### config.mk
export PLATFORM = sky130hd
export DESIGN_NAME = core_sequencer_flat
export DESIGN_NICKNAME = d
export VERILOG_FILES = /design/src/rtl/core_sequencer_if.sv /design/src/rtl/core_sequencer.sv /design/src/flat_wrapper.sv
export SDC_FILE = /design/constraint.sdc
export NUM_CORES = 1
export LEC_CHECK = 0
export ABC_CLOCK_PERIOD_IN_PS = 8300
export CAP_MARGIN = 40
export CORE_UTILIZATION = 60
export CTS_BUF_LIST = sky130_fd_sc_hd__clkbuf_4
export CTS_CLUSTER_DIAMETER = 120
export DETAILED_ROUTE_END_ITERATION = 8
export GPL_ROUTABILITY_DRIVEN = 0
export HOLD_SLACK_MARGIN = 0.08
export PLACE_DENSITY_LB_ADDON = 0.3
export SLEW_MARGIN = 20
export SYNTH_ARGS = -nofsm -noshare
export SYNTH_HDL_FRONTEND = slang
export SYNTH_SLANG_ARGS = --single-unit
### constraint.sdc
create_clock -name clk -period 8.3 [get_ports clk]
set_input_delay 1.245 -clock clk [delete_from_list [all_inputs] [get_ports clk]]
set_output_delay 1.245 -clock clk [all_outputs]
set_load 0.005 [all_outputs]
### src/rtl/core_sequencer_if.sv
// Host/core-facing signal bundle for core_sequencer: configuration and start
// from the host, OFIFO status from the core, instruction word and status out.
interface core_sequencer_if #(
  parameter int addr_bw = 11
);
  logic               start;
  logic [addr_bw-1:0] w_base;
  logic [addr_bw-1:0] x_base;
  logic [addr_bw-1:0] psum_base;
  logic [addr_bw-1:0] num_x;
  logic               acc;
  logic               ofifo_valid;
  logic [33:0]        inst;
  logic               busy;
  logic               done;

  modport master (
    output start, w_base, x_base, psum_base, num_x, acc, ofifo_valid,
    input  inst, busy, done
  );

  modport slave (
    input  start, w_base, x_base, psum_base, num_x, acc, ofifo_valid,
    output inst, busy, done
  );
endinterface

### src/rtl/core_sequencer.sv
// Emits the registered 34-bit instruction stream for one weight-stationary
// tile pass: weight load, weight shift-in, activation load, execute, drain, PSUM write-back.
module core_sequencer #(
  parameter int row      = 8,
  parameter int col      = 8,
  parameter int addr_bw  = 11,
  parameter int load_gap = row + col
) (
  input  logic            clk,
  input  logic            reset,
  core_sequencer_if.slave bus
);

  typedef enum logic [3:0] {
    S_IDLE,
    S_W_L0,
    S_W_LOAD,
    S_W_GAP,
    S_X_L0,
    S_X_EXEC,
    S_DRAIN,
    S_PSUM_WR,
    S_DONE
  } state_e;

  localparam int B_ACC   = 33;
  localparam int B_PCEN  = 32;
  localparam int B_PWEN  = 31;
  localparam int B_PADDR = 20;
  localparam int B_XCEN  = 19;
  localparam int B_XWEN  = 18;
  localparam int B_XADDR = 7;
  localparam int B_OFRD  = 6;
  localparam int B_L0RD  = 3;
  localparam int B_L0WR  = 2;
  localparam int B_EXEC  = 1;
  localparam int B_LOAD  = 0;

  localparam logic [33:0] IDLE_WORD = (34'd1 << B_PCEN) | (34'd1 << B_PWEN) |
                                      (34'd1 << B_XCEN) | (34'd1 << B_XWEN);

  localparam logic [addr_bw-1:0] COL_LAST  = addr_bw'(col);
  localparam logic [addr_bw-1:0] LOAD_LAST = addr_bw'(col - 1);
  localparam logic [addr_bw-1:0] GAP_LAST  = addr_bw'(load_gap - 1);

  state_e             state_q, state_d;
  logic [addr_bw-1:0] cnt_q, cnt_d;
  logic [addr_bw-1:0] rd_cnt_q, rd_cnt_d;
  logic [addr_bw-1:0] wr_cnt_q, wr_cnt_d;
  logic [addr_bw-1:0] w_base_q, w_base_d;
  logic [addr_bw-1:0] x_base_q, x_base_d;
  logic [addr_bw-1:0] psum_base_q, psum_base_d;
  logic [addr_bw-1:0] num_x_q, num_x_d;
  logic               acc_q, acc_d;
  logic [33:0]        inst_q, inst_d;
  logic               busy_q, busy_d;
  logic               done_q, done_d;
  logic               rd_fire, wr_fire;

  // Next state and counters first; the instruction word is then built from
  // the *next* state so the registered inst lines up with state_q each cycle.
  always_comb begin
    state_d     = state_q;
    cnt_d       = cnt_q + 1'b1;
    rd_cnt_d    = rd_cnt_q;
    wr_cnt_d    = wr_cnt_q;
    w_base_d    = w_base_q;
    x_base_d    = x_base_q;
    psum_base_d = psum_base_q;
    num_x_d     = num_x_q;
    acc_d       = acc_q;

    case (state_q)
      S_IDLE: begin
        cnt_d = '0;
        if (bus.start) begin
          state_d     = S_W_L0;
          rd_cnt_d    = '0;
          wr_cnt_d    = '0;
          w_base_d    = bus.w_base;
          x_base_d    = bus.x_base;
          psum_base_d = bus.psum_base;
          num_x_d     = bus.num_x;
          acc_d       = bus.acc;
        end
      end
      S_W_L0: begin
        if (cnt_q == COL_LAST) begin
          state_d = S_W_LOAD;
          cnt_d   = '0;
        end
      end
      S_W_LOAD: begin
        if (cnt_q == LOAD_LAST) begin
          state_d = S_W_GAP;
          cnt_d   = '0;
        end
      end
      S_W_GAP: begin
        if (cnt_q == GAP_LAST) begin
          state_d = (num_x_q != '0) ? S_X_L0 : S_DONE;
          cnt_d   = '0;
        end
      end
      S_X_L0: begin
        if (cnt_q == num_x_q) begin
          state_d = S_X_EXEC;
          cnt_d   = '0;
        end
      end
      S_X_EXEC: begin
        if (cnt_q == num_x_q - 1'b1) begin
          state_d = S_DRAIN;
          cnt_d   = '0;
        end
      end
      S_DRAIN: begin
        cnt_d = '0;
        if (bus.ofifo_valid) state_d = S_PSUM_WR;
      end
      S_PSUM_WR: begin
        cnt_d = '0;
        if (wr_cnt_q == num_x_q) state_d = S_DONE;
      end
      S_DONE: begin
        cnt_d   = '0;
        state_d = S_IDLE;
      end
      default: begin
        cnt_d   = '0;
        state_d = S_IDLE;
      end
    endcase

    // Each OFIFO read issued last cycle becomes a PSUM write this cycle.
    wr_fire = (state_q == S_PSUM_WR) && inst_q[B_OFRD];
    rd_fire = (state_d == S_PSUM_WR) && bus.ofifo_valid && (rd_cnt_q < num_x_q);
    if (rd_fire) rd_cnt_d = rd_cnt_q + 1'b1;
    if (wr_fire) wr_cnt_d = wr_cnt_q + 1'b1;

    inst_d = IDLE_WORD;
    case (state_d)
      S_W_L0: begin
        if (cnt_d < COL_LAST) begin
          inst_d[B_XCEN]              = 1'b0;
          inst_d[B_XADDR +: addr_bw]  = w_base_d + cnt_d;
        end
        inst_d[B_L0WR] = (cnt_d != '0);
      end
      S_W_LOAD: begin
        inst_d[B_L0RD] = 1'b1;
        inst_d[B_LOAD] = 1'b1;
      end
      S_X_L0: begin
        if (cnt_d < num_x_d) begin
          inst_d[B_XCEN]              = 1'b0;
          inst_d[B_XADDR +: addr_bw]  = x_base_d + cnt_d;
        end
        inst_d[B_L0WR] = (cnt_d != '0);
      end
      S_X_EXEC: begin
        inst_d[B_L0RD] = 1'b1;
        inst_d[B_EXEC] = 1'b1;
      end
      S_PSUM_WR: begin
        inst_d[B_OFRD] = rd_fire;
        if (wr_fire) begin
          inst_d[B_PCEN]              = 1'b0;
          inst_d[B_PWEN]              = 1'b0;
          inst_d[B_PADDR +: addr_bw]  = psum_base_d + wr_cnt_q;
          inst_d[B_ACC]               = acc_d;
        end
      end
      default: ;
    endcase

    busy_d = (state_d != S_IDLE);
    done_d = (state_d == S_DONE);
  end

  always_ff @(posedge clk or posedge reset) begin
    if (reset) begin
      state_q     <= S_IDLE;
      cnt_q       <= '0;
      rd_cnt_q    <= '0;
      wr_cnt_q    <= '0;
      w_base_q    <= '0;
      x_base_q    <= '0;
      psum_base_q <= '0;
      num_x_q     <= '0;
      acc_q       <= 1'b0;
      inst_q      <= IDLE_WORD;
      busy_q      <= 1'b0;
      done_q      <= 1'b0;
    end else begin
      state_q     <= state_d;
      cnt_q       <= cnt_d;
      rd_cnt_q    <= rd_cnt_d;
      wr_cnt_q    <= wr_cnt_d;
      w_base_q    <= w_base_d;
      x_base_q    <= x_base_d;
      psum_base_q <= psum_base_d;
      num_x_q     <= num_x_d;
      acc_q       <= acc_d;
      inst_q      <= inst_d;
      busy_q      <= busy_d;
      done_q      <= done_d;
    end
  end

  assign bus.inst = inst_q;
  assign bus.busy = busy_q;
  assign bus.done = done_q;

endmodule

### src/flat_wrapper.sv
// flat-port wrapper written by rule: the top's interface ports become plain ports
module core_sequencer_flat 
#(
  parameter int row      = 8,
  parameter int col      = 8,
  parameter int addr_bw  = 11,
  parameter int load_gap = row + col
)
  (clk, reset, bus_start, bus_w_base, bus_x_base, bus_psum_base, bus_num_x, bus_acc, bus_ofifo_valid, bus_inst, bus_busy, bus_done);
  core_sequencer_if #(.addr_bw(addr_bw)) bus_i ();
  input  logic clk;
  input  logic reset;
  input wire logic [$bits(bus_i.start)-1:0] bus_start;
  input wire logic [$bits(bus_i.w_base)-1:0] bus_w_base;
  input wire logic [$bits(bus_i.x_base)-1:0] bus_x_base;
  input wire logic [$bits(bus_i.psum_base)-1:0] bus_psum_base;
  input wire logic [$bits(bus_i.num_x)-1:0] bus_num_x;
  input wire logic [$bits(bus_i.acc)-1:0] bus_acc;
  input wire logic [$bits(bus_i.ofifo_valid)-1:0] bus_ofifo_valid;
  output wire logic [$bits(bus_i.inst)-1:0] bus_inst;
  output wire logic [$bits(bus_i.busy)-1:0] bus_busy;
  output wire logic [$bits(bus_i.done)-1:0] bus_done;
  assign bus_i.start = bus_start;
  assign bus_i.w_base = bus_w_base;
  assign bus_i.x_base = bus_x_base;
  assign bus_i.psum_base = bus_psum_base;
  assign bus_i.num_x = bus_num_x;
  assign bus_i.acc = bus_acc;
  assign bus_i.ofifo_valid = bus_ofifo_valid;
  assign bus_inst = bus_i.inst;
  assign bus_busy = bus_i.busy;
  assign bus_done = bus_i.done;
  core_sequencer #(.row(row), .col(col), .addr_bw(addr_bw), .load_gap(load_gap)) u_core (.clk(clk), .reset(reset), .bus(bus_i));
endmodule
==> parameters.txt, run 1 <==
Parameter                              Value

Status
  Outcome ... complete, but fails checks
  Violations in the final reports ... design-rule violations

Setup path
  Number of cells on the critical path ... 22
  Max stage delay on crit path ... 550 ps
  Worst reg2reg path endpoint ... u_core.bus.inst[17]$_DFF_PP0_
  Top delay family on crit path ... simple AND/OR/NAND/NOR gates
  Critical Path AT ... 5840 ps
  Crit end category ... flip-flop
  Critical path destination ... u_core.bus.inst[17]$_DFF_PP0_
  Reg2Reg Launch Point ... u_core.num_x_q[1]$_DFF_PP0_
  Launching element type of the critical path ... flip-flop
  Worst r2r path cells ... 22
  CP Max Fanout ... 11
  Ordered list of cells on the worst path ... inv_1 -> ha_1 -> or3b_2 -> a211oi_1 -> o21ai_0 -> o21ai_1 -> nor4b_4 -> or2_2 -> nor2b_1 -> inv_1 -> fa_1 -> nor2b_1 -> o21ai_0 -> nand2b_1 -> nand2_1 -> nor3_1 -> o31ai_1 -> a21oi_1 -> a21o_1 -> a21oi_1 -> xor3_1 -> o22ai_1
  Setup CP Type ... reg -> reg
  Cell at the slowest stage of the critical path ... sky130_fd_sc_hd__or3b_2
  Critical Path Start ... u_core.num_x_q[1]$_DFF_PP0_
  Worst Path Buf+Inv ... 2
  Critical Path RT ... slightly below 9000 ps
  Worst R2R Setup Slack ... ~2900 ps

Synth
  Number of warning messages in the yosys log ... 0
  Post-synthesis register bit count ... 114
  Count of flip-flops with a built-in enable after synthesis ... 0
  Fraction of registers with async set or reset after synthesis ... 100%
  Cell taking the most area after synthesis ... sky130_fd_sc_hd__dfrtp_1
  Post-synth design cell area ... 7150 um^2
  Ys flop type ... sky130_fd_sc_hd__dfrtp_1
  Mean instance size in the synthesized netlist ... 9.23 um^2
  Post-Synthesis Cells ... approximately 770
  Number of distinct library cells after synthesis ... 64
  Synth top area cells ... sky130_fd_sc_hd__dfrtp_1 39%, sky130_fd_sc_hd__ha_1 8.8%, sky130_fd_sc_hd__xnor2_1 7.5%, sky130_fd_sc_hd__nand2_1 6.7%, sky130_fd_sc_hd__mux2i_1 3.8%
  Seq/Total Area, Yosys ... 40.0%
  Share of Yosys cell area claimed by the top area cell type ... between 30% and 40%

Clock tree
  Number of buffers inserted to repair setup after CTS ... 0
  CTS tree ... built
  Reg clk slew, reported paths ... about 100 ps
  Maximum count of clock buffers along a single path ... 2
  Gates resized, CTS repair ... 0
  Hold_buf cts ... 0
  Root Buffer Master ... sky130_fd_sc_hd__clkbuf_4
  Number of H-tree levels ... 4
  Worst-skew pair later-pin latency ... around 540 ps
  TritonCTS Sinks ... around 110
  Total CTS buffers ... 17

Routing
  Routed via count divided by cell count ... about 6.0
  Total Wirelength ... between 15000 and 20000 um
  Via count ... 5943
  Wire length per cell ... 17.5 um
  DRT iter0 DRCs ... approximately 530
  Count of antenna-violating nets left after detailed routing ... 0
  Total iterations of the first detailed-routing run ... 8
  DRC violations left ... 12

Final layout
  Area taken by multi-input logic gates ... between 3000 and 4000 um^2
  Net count, final ... 941
  Number of antenna cells inserted ... 0
  Area occupied by registers ... ~2900 um^2
  Most common cell after layout, fill and taps aside ... sky130_fd_sc_hd__nand2_1
  Share of post-route cells with drive strength above 1 ... roughly 6.9%
  Number of cells in the finished layout apart from fillers ... ~1000
  Filler cells ... between 800 and 900
  Most used cells in the layout excluding fill and tap cells ... 127 x sky130_fd_sc_hd__nand2_1, 112 x sky130_fd_sc_hd__dfrtp_1, 81 x sky130_fd_sc_hd__clkdlybuf4s50_1
  Total non-filler cell area in the finished layout ... roughly 8300 um^2
  Layout area overhead ... 15.7%
  Utilization of the core after routing ... between 70% and 80%

Min path
  Startpoint of the tightest hold check path ... u_core.acc_q$_DFF_PP0_
  Path type of the worst min-delay path ... reg -> reg

STA
  Unrepaired setup endpoints after global routing ... false
  Pins Over Slew Limit ... 0
  Sum of negative setup slack ... 0 ps
  Final hold violation count ... 0
  Actual transition at the worst max-transition pin ... between 800 and 900 ps
  Final period util ... approximately two thirds
  Final number of setup-violating endpoints ... 0
  Skew final ... around 17 ps
  Final-layout worst hold slack ... about 480 ps
  Worst slew margin relative to its limit ... 46.6%
  Maximum clock frequency ... 0.185 GHz
  Tmin final ... between 5000 and 6000 ps

Floorplan
  Initial core utilization ... 62.0%
  Horizontal die dimension ... ~110 um
  Placeable core area ... about 12000 um^2
  Floorplan row count ... 39
  Die outline area ... about 12000 um^2
  Floorplan die height ... 111 um
  Number of top-level pins ... between 80 and 90

Power and ir drop
  IR drop worst, VDD ... 121 uV
  Power per cell area ... 119 nW/um^2
  Leakage component of the power ... 3.95 nW

Global route
  Antenna violations before repair ... 0
  Wire length of the first global-routing pass ... 28500 um
  Maximum number of pins on one net before global-route repair ... 47
  Via count of the first global-routing pass ... ~6000
  Gr ovfl total ... 0
  Overall track demand over capacity in global routing ... slightly below 30%

Job
  Max-capacitance violation count ... 0

Place
  Placed cell count ... ~960
  Area after detailed placement ... around 8000 um^2
  # port buffers ... 81
  Placed wire-length estimate after detailed placement ... about 13000 um
-- logic make-up after synthesis --
family | share of synthesized area [%]
buf+inv | 5.57
fa+ha+maj | 10.3
flops | 40.0
mux | 4.73
other cells | 0.105
compound gates | 11.6
xor+xnor | 9.86
simple gates | 17.9
-- per-stage QoR --
step | worst slack, ps | power, mW
after floorplan | 3350 | 0.576
after global placement | 3310 | 0.601
after detailed placement | 3010 | 0.603
after CTS | 2970 | 0.995
after global routing | 2450 | 1.02
final | 2880 | 0.985
-- where the power goes --
| group | leakage, nW | internal, mW | switching [mW] |
|---|---|---|---|
| Sequential | 1.51 | 0.555 | 0 |
| Combinational | 2.29 | 0.0213 | 0.0149 |
| Clock | 0.147 | 0.184 | 0.210 |
-- state kept, by name (all words and copies together) (netlist names) --
register and flops:
u_core.bus.inst 30, u_core.cnt_q 11, u_core.num_x_q 11, u_core.psum_base_q 11, u_core.rd_cnt_q 11, u_core.w_base_q 11
u_core.wr_cnt_q 11, u_core.x_base_q 11, u_core.state_q 4, u_core.acc_q 1, u_core.bus.busy 1, u_core.bus.done 1
-- cell type report --
cell class              count  share of cell area, %
well taps                 143                   2.16
repair buffers             87                   10.5
inverters                  53                   2.47
clock inverters            12                   1.41
clock buffers              20                   1.82
flip-flops and latches    114                   34.5
multi-input cells         566                   47.1
-- Yosys cell counts, types with 5 or more instances --
cell type	count
sky130_fd_sc_hd__o211ai_1	5
sky130_fd_sc_hd__o21ai_0	22
sky130_fd_sc_hd__nor3_1	7
sky130_fd_sc_hd__nor2b_1	6
sky130_fd_sc_hd__mux2i_1	27
sky130_fd_sc_hd__mux2_2	6
sky130_fd_sc_hd__xnor2_1	61
sky130_fd_sc_hd__ha_1	50
sky130_fd_sc_hd__and3_1	17
sky130_fd_sc_hd__nand2b_1	7
sky130_fd_sc_hd__nand2_1	127
sky130_fd_sc_hd__nor4_1	5
sky130_fd_sc_hd__buf_4	5
sky130_fd_sc_hd__nor2_1	42
sky130_fd_sc_hd__o21bai_1	11
sky130_fd_sc_hd__o22ai_1	14
sky130_fd_sc_hd__clkbuf_1	30
sky130_fd_sc_hd__nand3_1	20
sky130_fd_sc_hd__a21oi_1	27
sky130_fd_sc_hd__or3_1	5
sky130_fd_sc_hd__xor2_1	14
sky130_fd_sc_hd__dfrtp_1	112
sky130_fd_sc_hd__inv_1	52
sky130_fd_sc_hd__nand4_1	14
sky130_fd_sc_hd__a21o_1	15
-- tightest hold or removal path: stages, from the launching register on --
cell                      delay, ps
sky130_fd_sc_hd__dfrtp_1        340
sky130_fd_sc_hd__nand2_1         50
sky130_fd_sc_hd__nand2_1         60
-- layer usage --
layer  share of wire, %  global-route usage (%)
met5                  0                       0
met4                3.1                    14.7
met3                8.2                    7.38
met2                 48                    50.4
met1                 41                    35.3
-- worst min path at each step --
stage | end | slack [ps] | cells after the start
2_1_floorplan | u_core.acc_q$_DFF_PP0_ | 430 | 2
3_3_place_gp | u_core.acc_q$_DFF_PP0_ | 450 | 2
3_5_place_dp | u_core.acc_q$_DFF_PP0_ | 460 | 2
4_1_cts | u_core.acc_q$_DFF_PP0_ | 480 | 2
5_1_grt | u_core.acc_q$_DFF_PP0_ | 510 | 2
6_report | u_core.acc_q$_DFF_PP0_ | 480 | 2
Power figures use the tool's default switching activity.
==> run 2, diff against run 1 <==
Settings changed: ABC_CLOCK_PERIOD_IN_PS 8300 to 5500, CORE_UTILIZATION 60 to 58.
Clock period 8.3 ns to 5.5 ns, I/O delays scaled along.
==> run 2 against run 1 <==
Compared with the run above:
- the run now ends clean
- utilization is 1.9 points lower
- routed wire length is 2.9% higher
- flip-flop and latch count stayed put
- power is 68% higher
- global-route usage is 0.24 points higher
- hold slack worse by 2.9 ps
- first-iteration DRC count is 16% lower
- clock power is 94% higher
- fmax is 5.7% higher
- final area is 1.6% higher
- die area is 3.4% higher
- combinational power is 51% higher
- largest power group unchanged
==> parameters.txt, run 2 (synthesis results as in run 1) <==
Parameter                              Value

Floorplan
  Initial core utilization ... 59.5%
  Number of top-level pins ... 85
  Die outline area ... ~13000 um^2
  Floorplan die height ... approximately 110 um
  Placeable core area ... around 12000 um^2
  Horizontal die dimension ... approximately 110 um
  Floorplan row count ... 40

Setup path
  CP Max Fanout ... 11
  Crit end category ... flip-flop
  Critical Path Start ... u_core.num_x_q[1]$_DFF_PP0_
  Critical Path AT ... 5560 ps
  Launching element type of the critical path ... flip-flop
  Setup CP Type ... reg -> reg
  Critical Path RT ... slightly below 6000 ps
  Worst reg2reg path endpoint ... u_core.bus.inst[16]$_DFF_PP0_
  Worst r2r path cells ... 20
  Reg2Reg Launch Point ... u_core.num_x_q[1]$_DFF_PP0_
  Worst R2R Setup Slack ... approximately 370 ps

Min path
  Number of cells on the worst hold path ... 2
  Worst Hold Endpoint ... u_core.acc_q$_DFF_PP0_
  Startpoint of the tightest hold check path ... u_core.acc_q$_DFF_PP0_
  Path type of the worst min-delay path ... reg -> reg

Global route
  Wire length of the first global-routing pass ... between 20000 and 30000 um
  Antenna violations before repair ... 0
  Gr ovfl total ... 0
  Via count of the first global-routing pass ... 5978
  Overall track demand over capacity in global routing ... between 20 and 30%
  Maximum number of pins on one net before global-route repair ... 46

Routing
  Via count ... roughly 6000
  Wire length per cell ... approximately 18 um
  DRC violations left ... 0
  Count of antenna-violating nets left after detailed routing ... 0
  DRT iter0 DRCs ... 449
  Total iterations of the first detailed-routing run ... 6
  Total Wirelength ... ~18000 um
  Routed via count divided by cell count ... ~6

Final layout
  Layout area overhead ... 17.5%
  Number of antenna cells inserted ... 0
  Max reg flops ... 30
  Most used cells in the layout excluding fill and tap cells ... 127 x sky130_fd_sc_hd__nand2_1, 112 x sky130_fd_sc_hd__dfrtp_1, 81 x sky130_fd_sc_hd__clkdlybuf4s50_1
  Share of post-route cells with drive strength above 1 ... between 7 and 8%
  Net count, final ... 945
  Most common cell after layout, fill and taps aside ... sky130_fd_sc_hd__nand2_1
  Filler cells ... ~940

STA
  Worst slew margin relative to its limit ... ~46%
  Maximum clock frequency ... ~0.20 GHz
  Final hold violation count ... 0
  Pins Over Slew Limit ... 0
  Final number of setup-violating endpoints ... 0
  Sum of negative setup slack ... 0 ps
  Tmin final ... a little over 5000 ps
  Skew final ... between 10 and 15 ps
  Unrepaired setup endpoints after global routing ... false
  Actual transition at the worst max-transition pin ... 814 ps
  Fin worst setup slack ... roughly 370 ps
  Final period util ... approximately 93%

Clock tree
  Number of H-tree levels ... 4
  Reg clk slew, reported paths ... between 100 and 150 ps
  Root Buffer Master ... sky130_fd_sc_hd__clkbuf_4
  TritonCTS Sinks ... between 100 and 150
  Hold_buf cts ... 0
  CTS tree ... built
  Total CTS buffers ... 17
  Worst-skew pair later-pin latency ... between 500 and 600 ps
  Maximum count of clock buffers along a single path ... 2

Power and ir drop
  Power per cell area ... 197 nW/um^2
  IR drop worst, VDD ... 207 uV
  Leakage component of the power ... ~4.0 nW
  Final Power ... ~1.7 mW

Status
  Outcome ... completed

Place
  Post-Place Worst Slack ... around 270 ps
  Placed wire-length estimate after detailed placement ... about 14000 um
  # port buffers ... 81

Job
  Max-capacitance violation count ... 0
==> run 2: cell count changes in the layout (fill, tap and decap cells not counted) <==
cell / before / now
sky130_fd_sc_hd__buf_4: 5 / 9
sky130_fd_sc_hd__bufinv_16: 2 / 5
sky130_fd_sc_hd__clkbuf_4: 20 / 19
sky130_fd_sc_hd__clkinv_1: 2 / 1
sky130_fd_sc_hd__clkinv_2: 5 / 2
sky130_fd_sc_hd__clkinvlp_4: 2 / 1
sky130_fd_sc_hd__inv_6: 0 / 3
sky130_fd_sc_hd__nor2_1: 42 / 41
sky130_fd_sc_hd__nor2_2: 0 / 1
sky130_fd_sc_hd__nor2b_1: 6 / 5
sky130_fd_sc_hd__nor2b_2: 0 / 1
sky130_fd_sc_hd__nor4b_1: 2 / 1
sky130_fd_sc_hd__nor4b_2: 0 / 1
==> run 2: what timing repair did <==
item,in CTS,in global routing
endpoints found under the hold margin,0,0
setup buffers,0,1
setup endpoints to repair,0,2
gates resized for setup,0,3
==> run 2: worst max path at each step <==
stage	to	slack, ps
global route	u_core.bus.inst[17]$_DFF_PP0_	90
finish	u_core.bus.inst[16]$_DFF_PP0_	370
floorplan	u_core.bus.inst[16]$_DFF_PP0_	550
global placement	u_core.bus.inst[16]$_DFF_PP0_	620
CTS	u_core.bus.inst[16]$_DFF_PP0_	250
detailed placement	u_core.bus.inst[17]$_DFF_PP0_	270
==> run 2: cell type report <==
| cell class | count | area, um^2 | share of cell area, % |
|---|---|---|---|
| sequential | 114 | 2860 | 34.0 |
| tap | 147 | 184 | 2.19 |
| multi-input combinational | 566 | 3910 | 46.5 |
| clock inverter | 13 | 206 | 2.46 |
| timing repair buffer | 91 | 898 | 10.7 |
| clock buffer | 19 | 143 | 1.70 |
| inverter | 53 | 204 | 2.43 |
==> run 2: report_power, final <==
part / leakage [nW] / switching (mW) / internal [mW]
Sequential: 1.51 / 0 / 0.838
Clock: 0.185 / 0.348 / 0.418
Combinational: 2.31 / 0.0226 / 0.0321
==> run 2: stage by stage <==
stage	std cells	util, %	hold WS [ps]	cell area [um^2]
2_1_floorplan	775	-	435	7150
3_3_place_gp	969	66.7	453	8010
3_5_place_dp	970	66.9	458	8030
4_1_cts	1002	69.8	481	8380
5_1_grt	1003	69.9	539	8400
6_report	1003	69.9	474	8400
==> run 2: routing by layer <==
layer	global-route usage, %	part of all wire, %	wire [um]
met1	37.3	41	7360
met2	49.8	48	8630
met3	6.05	6.5	1170
met4	15.3	4.3	773
met5	0	0	0
==> run 2: critical path, cell delays in order (launching register included) <==
cell,delay (ps)
sky130_fd_sc_hd__dfrtp_1,500
sky130_fd_sc_hd__inv_1,120
sky130_fd_sc_hd__ha_1,280
sky130_fd_sc_hd__or3b_2,540
sky130_fd_sc_hd__a211oi_1,220
sky130_fd_sc_hd__o21ai_0,110
sky130_fd_sc_hd__o21ai_1,260
sky130_fd_sc_hd__nor4b_4,80
sky130_fd_sc_hd__or2_2,390
sky130_fd_sc_hd__nor2b_2,300
sky130_fd_sc_hd__ha_1,300
sky130_fd_sc_hd__a21o_1,180
sky130_fd_sc_hd__a21oi_1,210
sky130_fd_sc_hd__inv_1,60
sky130_fd_sc_hd__a21oi_1,150
sky130_fd_sc_hd__maj3_1,220
sky130_fd_sc_hd__o21ai_0,150
sky130_fd_sc_hd__maj3_1,380
sky130_fd_sc_hd__a21oi_1,220
sky130_fd_sc_hd__xor2_1,210
sky130_fd_sc_hd__o22ai_1,110
